<file path="src/rtl/reg_bus_router.sv">
// Routes received command frames to one of NUM_SLV register slaves with a
// four-phase valid/ack handshake, per-phase ack timeout and read-back capture.
module reg_bus_router #(
  parameter int ADDR_W  = 4,
  parameter int DATA_W  = 4,
  parameter int NUM_SLV = 4,
  parameter int TIMEOUT = 15
) (
  input  logic                        clk,
  input  logic                        rst,
  input  logic [ADDR_W+DATA_W-1:0]    frame,
  input  logic                        frame_valid,
  input  logic [NUM_SLV-1:0]          ack,
  input  logic [NUM_SLV*DATA_W-1:0]   rd_data_in,
  input  logic [NUM_SLV-1:0]          rd_valid_in,
  output logic [ADDR_W-1:0]           address,
  output logic [DATA_W-1:0]           data,
  output logic [NUM_SLV-1:0]          valid,
  output logic [DATA_W-1:0]           rd_data,
  output logic                        rd_data_vld,
  output logic                        busy,
  output logic                        err,
  output logic                        drop
);
  localparam int SEL_W = $clog2(NUM_SLV);
  localparam int CNT_W = $clog2(TIMEOUT + 1);
  localparam logic [CNT_W-1:0] CNT_LAST = CNT_W'(TIMEOUT - 1);

  typedef enum logic [1:0] {IDLE, REQ, ACKLO, ERR} state_t;

  state_t                         state_q, state_d;
  logic [CNT_W-1:0]               cnt_q, cnt_d;
  logic                           fv_q;
  logic                           cap_q, cap_d;
  logic [ADDR_W-1:0]              addr_q, addr_d;
  logic [DATA_W-1:0]              data_q, data_d;
  logic [NUM_SLV-1:0]             valid_q, valid_d;
  logic [DATA_W-1:0]              rd_q, rd_d;
  logic                           rdv_q, rdv_d;
  logic                           busy_q, busy_d;
  logic                           err_q, err_d;
  logic                           drop_q, drop_d;
  logic [NUM_SLV-1:0][DATA_W-1:0] rd_arr;
  logic [SEL_W-1:0]               sel, sel_new;
  logic                           fedge, live;

  assign rd_arr  = rd_data_in;
  assign fedge   = frame_valid & ~fv_q;
  assign sel     = addr_q[ADDR_W-1 -: SEL_W];
  assign sel_new = frame[ADDR_W+DATA_W-1 -: SEL_W];
  assign live    = (state_q == REQ) || (state_q == ACKLO);

  always_comb begin
    state_d = state_q;
    cnt_d   = cnt_q;
    addr_d  = addr_q;
    data_d  = data_q;
    valid_d = valid_q;
    rd_d    = rd_q;
    rdv_d   = 1'b0;
    cap_d   = cap_q;
    err_d   = 1'b0;
    drop_d  = fedge && (state_q != IDLE);
    case (state_q)
      IDLE: begin
        cnt_d   = '0;
        valid_d = '0;
        if (fedge) begin
          addr_d  = frame[ADDR_W+DATA_W-1:DATA_W];
          data_d  = frame[DATA_W-1:0];
          valid_d = NUM_SLV'(1) << sel_new;
          cap_d   = 1'b0;
          state_d = REQ;
        end
      end
      REQ: begin
        if (ack[sel]) begin
          valid_d = '0;
          cnt_d   = '0;
          state_d = ACKLO;
        end else if (cnt_q == CNT_LAST) begin
          valid_d = '0;
          cnt_d   = '0;
          err_d   = 1'b1;
          state_d = ERR;
        end else begin
          cnt_d = cnt_q + 1'b1;
        end
      end
      ACKLO: begin
        valid_d = '0;
        if (!ack[sel]) begin
          cnt_d   = '0;
          state_d = IDLE;
        end else if (cnt_q == CNT_LAST) begin
          cnt_d   = '0;
          err_d   = 1'b1;
          state_d = ERR;
        end else begin
          cnt_d = cnt_q + 1'b1;
        end
      end
      default: begin
        valid_d = '0;
        cnt_d   = '0;
        state_d = IDLE;
      end
    endcase
    // only the first read-back of a transaction is captured
    if (live && rd_valid_in[sel] && !cap_q) begin
      rd_d  = rd_arr[sel];
      rdv_d = 1'b1;
      cap_d = 1'b1;
    end
    busy_d = (state_d != IDLE);
  end

  always_ff @(posedge clk or negedge rst) begin
    if (!rst) begin
      state_q <= IDLE;
      cnt_q   <= '0;
      fv_q    <= 1'b0;
      cap_q   <= 1'b0;
      addr_q  <= '0;
      data_q  <= '0;
      valid_q <= '0;
      rd_q    <= '0;
      rdv_q   <= 1'b0;
      busy_q  <= 1'b0;
      err_q   <= 1'b0;
      drop_q  <= 1'b0;
    end else begin
      state_q <= state_d;
      cnt_q   <= cnt_d;
      fv_q    <= frame_valid;
      cap_q   <= cap_d;
      addr_q  <= addr_d;
      data_q  <= data_d;
      valid_q <= valid_d;
      rd_q    <= rd_d;
      rdv_q   <= rdv_d;
      busy_q  <= busy_d;
      err_q   <= err_d;
      drop_q  <= drop_d;
    end
  end

  assign address     = addr_q;
  assign data        = data_q;
  assign valid       = valid_q;
  assign rd_data     = rd_q;
  assign rd_data_vld = rdv_q;
  assign busy        = busy_q;
  assign err         = err_q;
  assign drop        = drop_q;
endmodule

</file>
<file path="config.mk">
export PLATFORM = sky130hd
export DESIGN_NAME = reg_bus_router
export DESIGN_NICKNAME = d
export VERILOG_FILES = /design/src/rtl/reg_bus_router.sv
export SDC_FILE = /design/constraint.sdc
export NUM_CORES = 1
export LEC_CHECK = 0
export ABC_AREA = 1
export ABC_CLOCK_PERIOD_IN_PS = 3750
export CAP_MARGIN = 20
export CORE_MARGIN = 2
export CORE_UTILIZATION = 46
export DETAILED_ROUTE_END_ITERATION = 10
export GPL_ROUTABILITY_DRIVEN = 0
export MAX_ROUTING_LAYER = met4
export PLACE_DENSITY = 0.84
export SYNTH_ARGS = -nofsm -noshare
export SYNTH_HDL_FRONTEND = slang
export SYNTH_SLANG_ARGS = --single-unit
</file>
<file path="constraint.sdc">
create_clock -name clk -period 3.75 [get_ports clk]
set_input_delay 0.375 -clock clk [delete_from_list [all_inputs] [get_ports clk]]
set_output_delay 0.375 -clock clk [all_outputs]
set_load 0.1 [all_outputs]
</file>
==> results.cfg <==
[detailed_routing]
vias = 1236
routed_wirelength_mm = 3.03
drtPass1Iterations = 4
wl_per_cell_um = 11.8
drtAntennaViolNets = 0
drt_iter0_markers = 31
drcViolationCount = 0
vias_per_cell = 4.81

[placement]
dp_cells = 253
place_area_um2 = 1980
place.port_buffers = 54
hpwl_mm = 2.37

[critical_path]
start_kind = flip-flop
crit_path_max_fanout = 15
crit_family = buffers and inverters
r2r_setup_slack_ps = 2090
r2r_cells = 6
r2r-start = state_q[1]$_DFF_PN0_
cp_data_arrival_time_ps = 2180
crit_cells = 1
max_stage_delay_ps = 1220
critPathCaptureType = primary output
crit_type = reg2out
crit_chain = clkdlybuf4s50_1
cp.required_ps = 3380
cp-endpoint = address[2]
r2r_end = valid[3]$_DFFE_PN0P_
startpoint = address[2]$_DFFE_PN0P_
slowest_stage = clkdlybuf4s50_1
worst-path-buf-inv = 1

[clock_network]
post-cts-setup-buffers = 0
cts_hold_buf = 0
cts_tree = built
ctsLongestPathBuffers = 2
insertion_delay_ps = 330
clockRootBuffer = clkbuf_4
clock_sinks = 28
path_clk_slew_ps = 150
ctsResizeCount = 0
h-tree-depth = 1
cts_buffers = 3

[finish]
stdcell_count = 257
drive_gt1_frac = 0.0759
finalInstanceArea_um2 = 2020
syn_to_final_growth_pct = 42.5
antenna_cells = 0
finalNetCount = 266

[global_routing]
grt_start_max_net_pins = 29
grt_pass1_wl_mm = 4.90
grt_pass1_vias = 1083
antenna_found_initial = 0
grt_use_total = 0.188
overflow = 0

[timing]
rsz0062_at_grt = no
setup_tns_ps = 0
max_slew_margin = 0.332
max_freq_mhz = 391
finalSetupViolations = 0
slew_viol_final = 0
tightest_slew_ps = 999
fin_crit_sh = 0.682
skew_ps = 12.3
final_hold_viol_count = 0
period_needed_ps = 2560
whs_ps = 390

[power]
swShare = 0.576
pwr-share-comb = 0.644
total_power_mw = 1.75
cellPowerDensity_nw_per_um2 = 866
p_leak_nw = 0.982
power_switching_mw = 1.01
seq_power_share = 0.272
pwr-share-clk = 0.084
irDropWorstVdd_mv = 0.773
power.internal_mw = 0.741

[synth]
yosysMostFrequentCell = nand2_1
synthFlopType = dfrtp_1
syn_nets = 210
synth-edff-count = 0
ys_async_sr_fraction = 1.00
synth-seq-cells = 28
avgSynthCellArea_um2 = 8.38
seq_area_frac_synth = 0.495
yosys-top-cells-area = dfrtp_1, nand2_1, ha_1
synth_top_area_share = 0.495
syn_inst = 169
synth_top_area_cell = dfrtp_1
synth_cell_types = 21
syn_area_um2 = 1420
yosys-top-cells-count = nand2_1, dfrtp_1, inv_1, nor2_1, o21ai_0
synth_warnings = 0

[die]
num_rows = 20
die_h_um = 59.5
die_area_um2 = 3540
ioPinCount = 55
core_area_um2 = 2980
start_util = 0.476
die_w_um = 59.5

[run_status]
status = complete, no violations

[hold_path]
hp-class = in2async

[flow_run]
max_cap_violations = 0
==> power groups by stage <==
| stage | logic [mW] | registers [mW] | clock network (mW) |
|---|---|---|---|
| floorplan | 0.342 | 1.01 | 0 |
| global placement | 1.12 | 0.478 | 0 |
| detailed placement | 1.13 | 0.483 | 0 |
| CTS | 1.13 | 0.476 | 0.153 |
| global route | 1.19 | 0.490 | 0.165 |
| finish | 1.13 | 0.476 | 0.147 |
==> cell families after synthesis <==
kind of cell	Yosys count	share of synthesized area
AO/OA/AOI/OAI	22	0.0866
XOR/XNOR	1	0.00618
adder cells (fa/ha/maj)	6	0.0530
buffers and inverters	22	0.0645
flip-flops	28	0.495
AND/OR/NAND/NOR	90	0.295
==> final cells by class <==
| class | count | area (um2) |
|---|---|---|
| Clock buffer | 4 | 36.3 |
| Multi-Input combinational cell | 119 | 624 |
| Sequential cell | 28 | 701 |
| Inverter | 18 | 67.6 |
| Tap cell | 33 | 41.3 |
| Timing Repair Buffer | 55 | 548 |
| Fill cell | 250 | 960 |
==> worst min path at each step <==
stage / startpoint / endpoint / slack, ps / depth (start not counted)
after floorplan: rst / address[0]$_DFFE_PN0P_ / 80 / 0
after global placement: data[2]$_DFFE_PN0P_ / data[2]$_DFFE_PN0P_ / 460 / 2
after detailed placement: rd_data[1]$_DFFE_PN0P_ / rd_data[1]$_DFFE_PN0P_ / 460 / 2
after CTS: rst / data[3]$_DFFE_PN0P_ / 400 / 2
after global routing: rst / data[3]$_DFFE_PN0P_ / 400 / 2
final: rst / data[3]$_DFFE_PN0P_ / 390 / 2
==> layout by cell type, fill, tap and decap left out <==
| cell type | Yosys | final |
|---|---|---|
| xnor2_1 | 1 | 1 |
| o22ai_1 | 4 | 4 |
| o21ai_0 | 12 | 12 |
| a31o_2 | 1 | 1 |
| dfrtp_1 | 28 | 28 |
| inv_1 | 15 | 15 |
| nor2_1 | 15 | 15 |
| nor2_8 | 1 | 1 |
| nand4_2 | 1 | 1 |
| clkdlybuf4s50_1 | 0 | 54 |
| inv_2 | 3 | 3 |
| clkbuf_4 | 0 | 3 |
| buf_4 | 2 | 1 |
| nand2_4 | 2 | 2 |
| nand3_1 | 11 | 11 |
| clkbuf_8 | 0 | 1 |
| nand3_2 | 3 | 3 |
| ha_1 | 6 | 6 |
| nand4_1 | 3 | 3 |
| nand2_1 | 54 | 54 |
| o21ai_1 | 4 | 4 |
| o21ai_2 | 1 | 1 |
==> sequential cells by signal, summed over array words and instances, names as in the netlist, 2 cells and up <==
signal and flops:
address 4, cnt_q 4, data 4, rd_data 4, state_q 2, valid 4
==> per-stage QoR <==
| stage | utilization | worst slack, ps |
|---|---|---|
| floorplan | - | 1940 |
| global placement | 0.666 | 1590 |
| detailed placement | 0.666 | 1580 |
| CTS | 0.678 | 1190 |
| global route | 0.678 | 1060 |
| finish | 0.678 | 1190 |
==> worst register-to-register path, cell delays in order (launching register included) <==
cell and delay (ps):
dfrtp_1 450, inv_1 110, ha_1 220, nand2_1 230
inv_1 320, nand3_1 120, o21ai_1 150
==> routing by layer <==
| layer | up-vias | GRT usage | share of wire |
|---|---|---|---|
| li1 | 648 | - | - |
| met1 | 555 | 0.241 | 0.46 |
| met2 | 28 | 0.309 | 0.49 |
| met3 | 5 | 0.0284 | 0.036 |
| met4 | 0 | 0.0571 | 0.014 |
| met5 | - | - | 0 |
No activity file was read; power rests on OpenSTA's default activity.
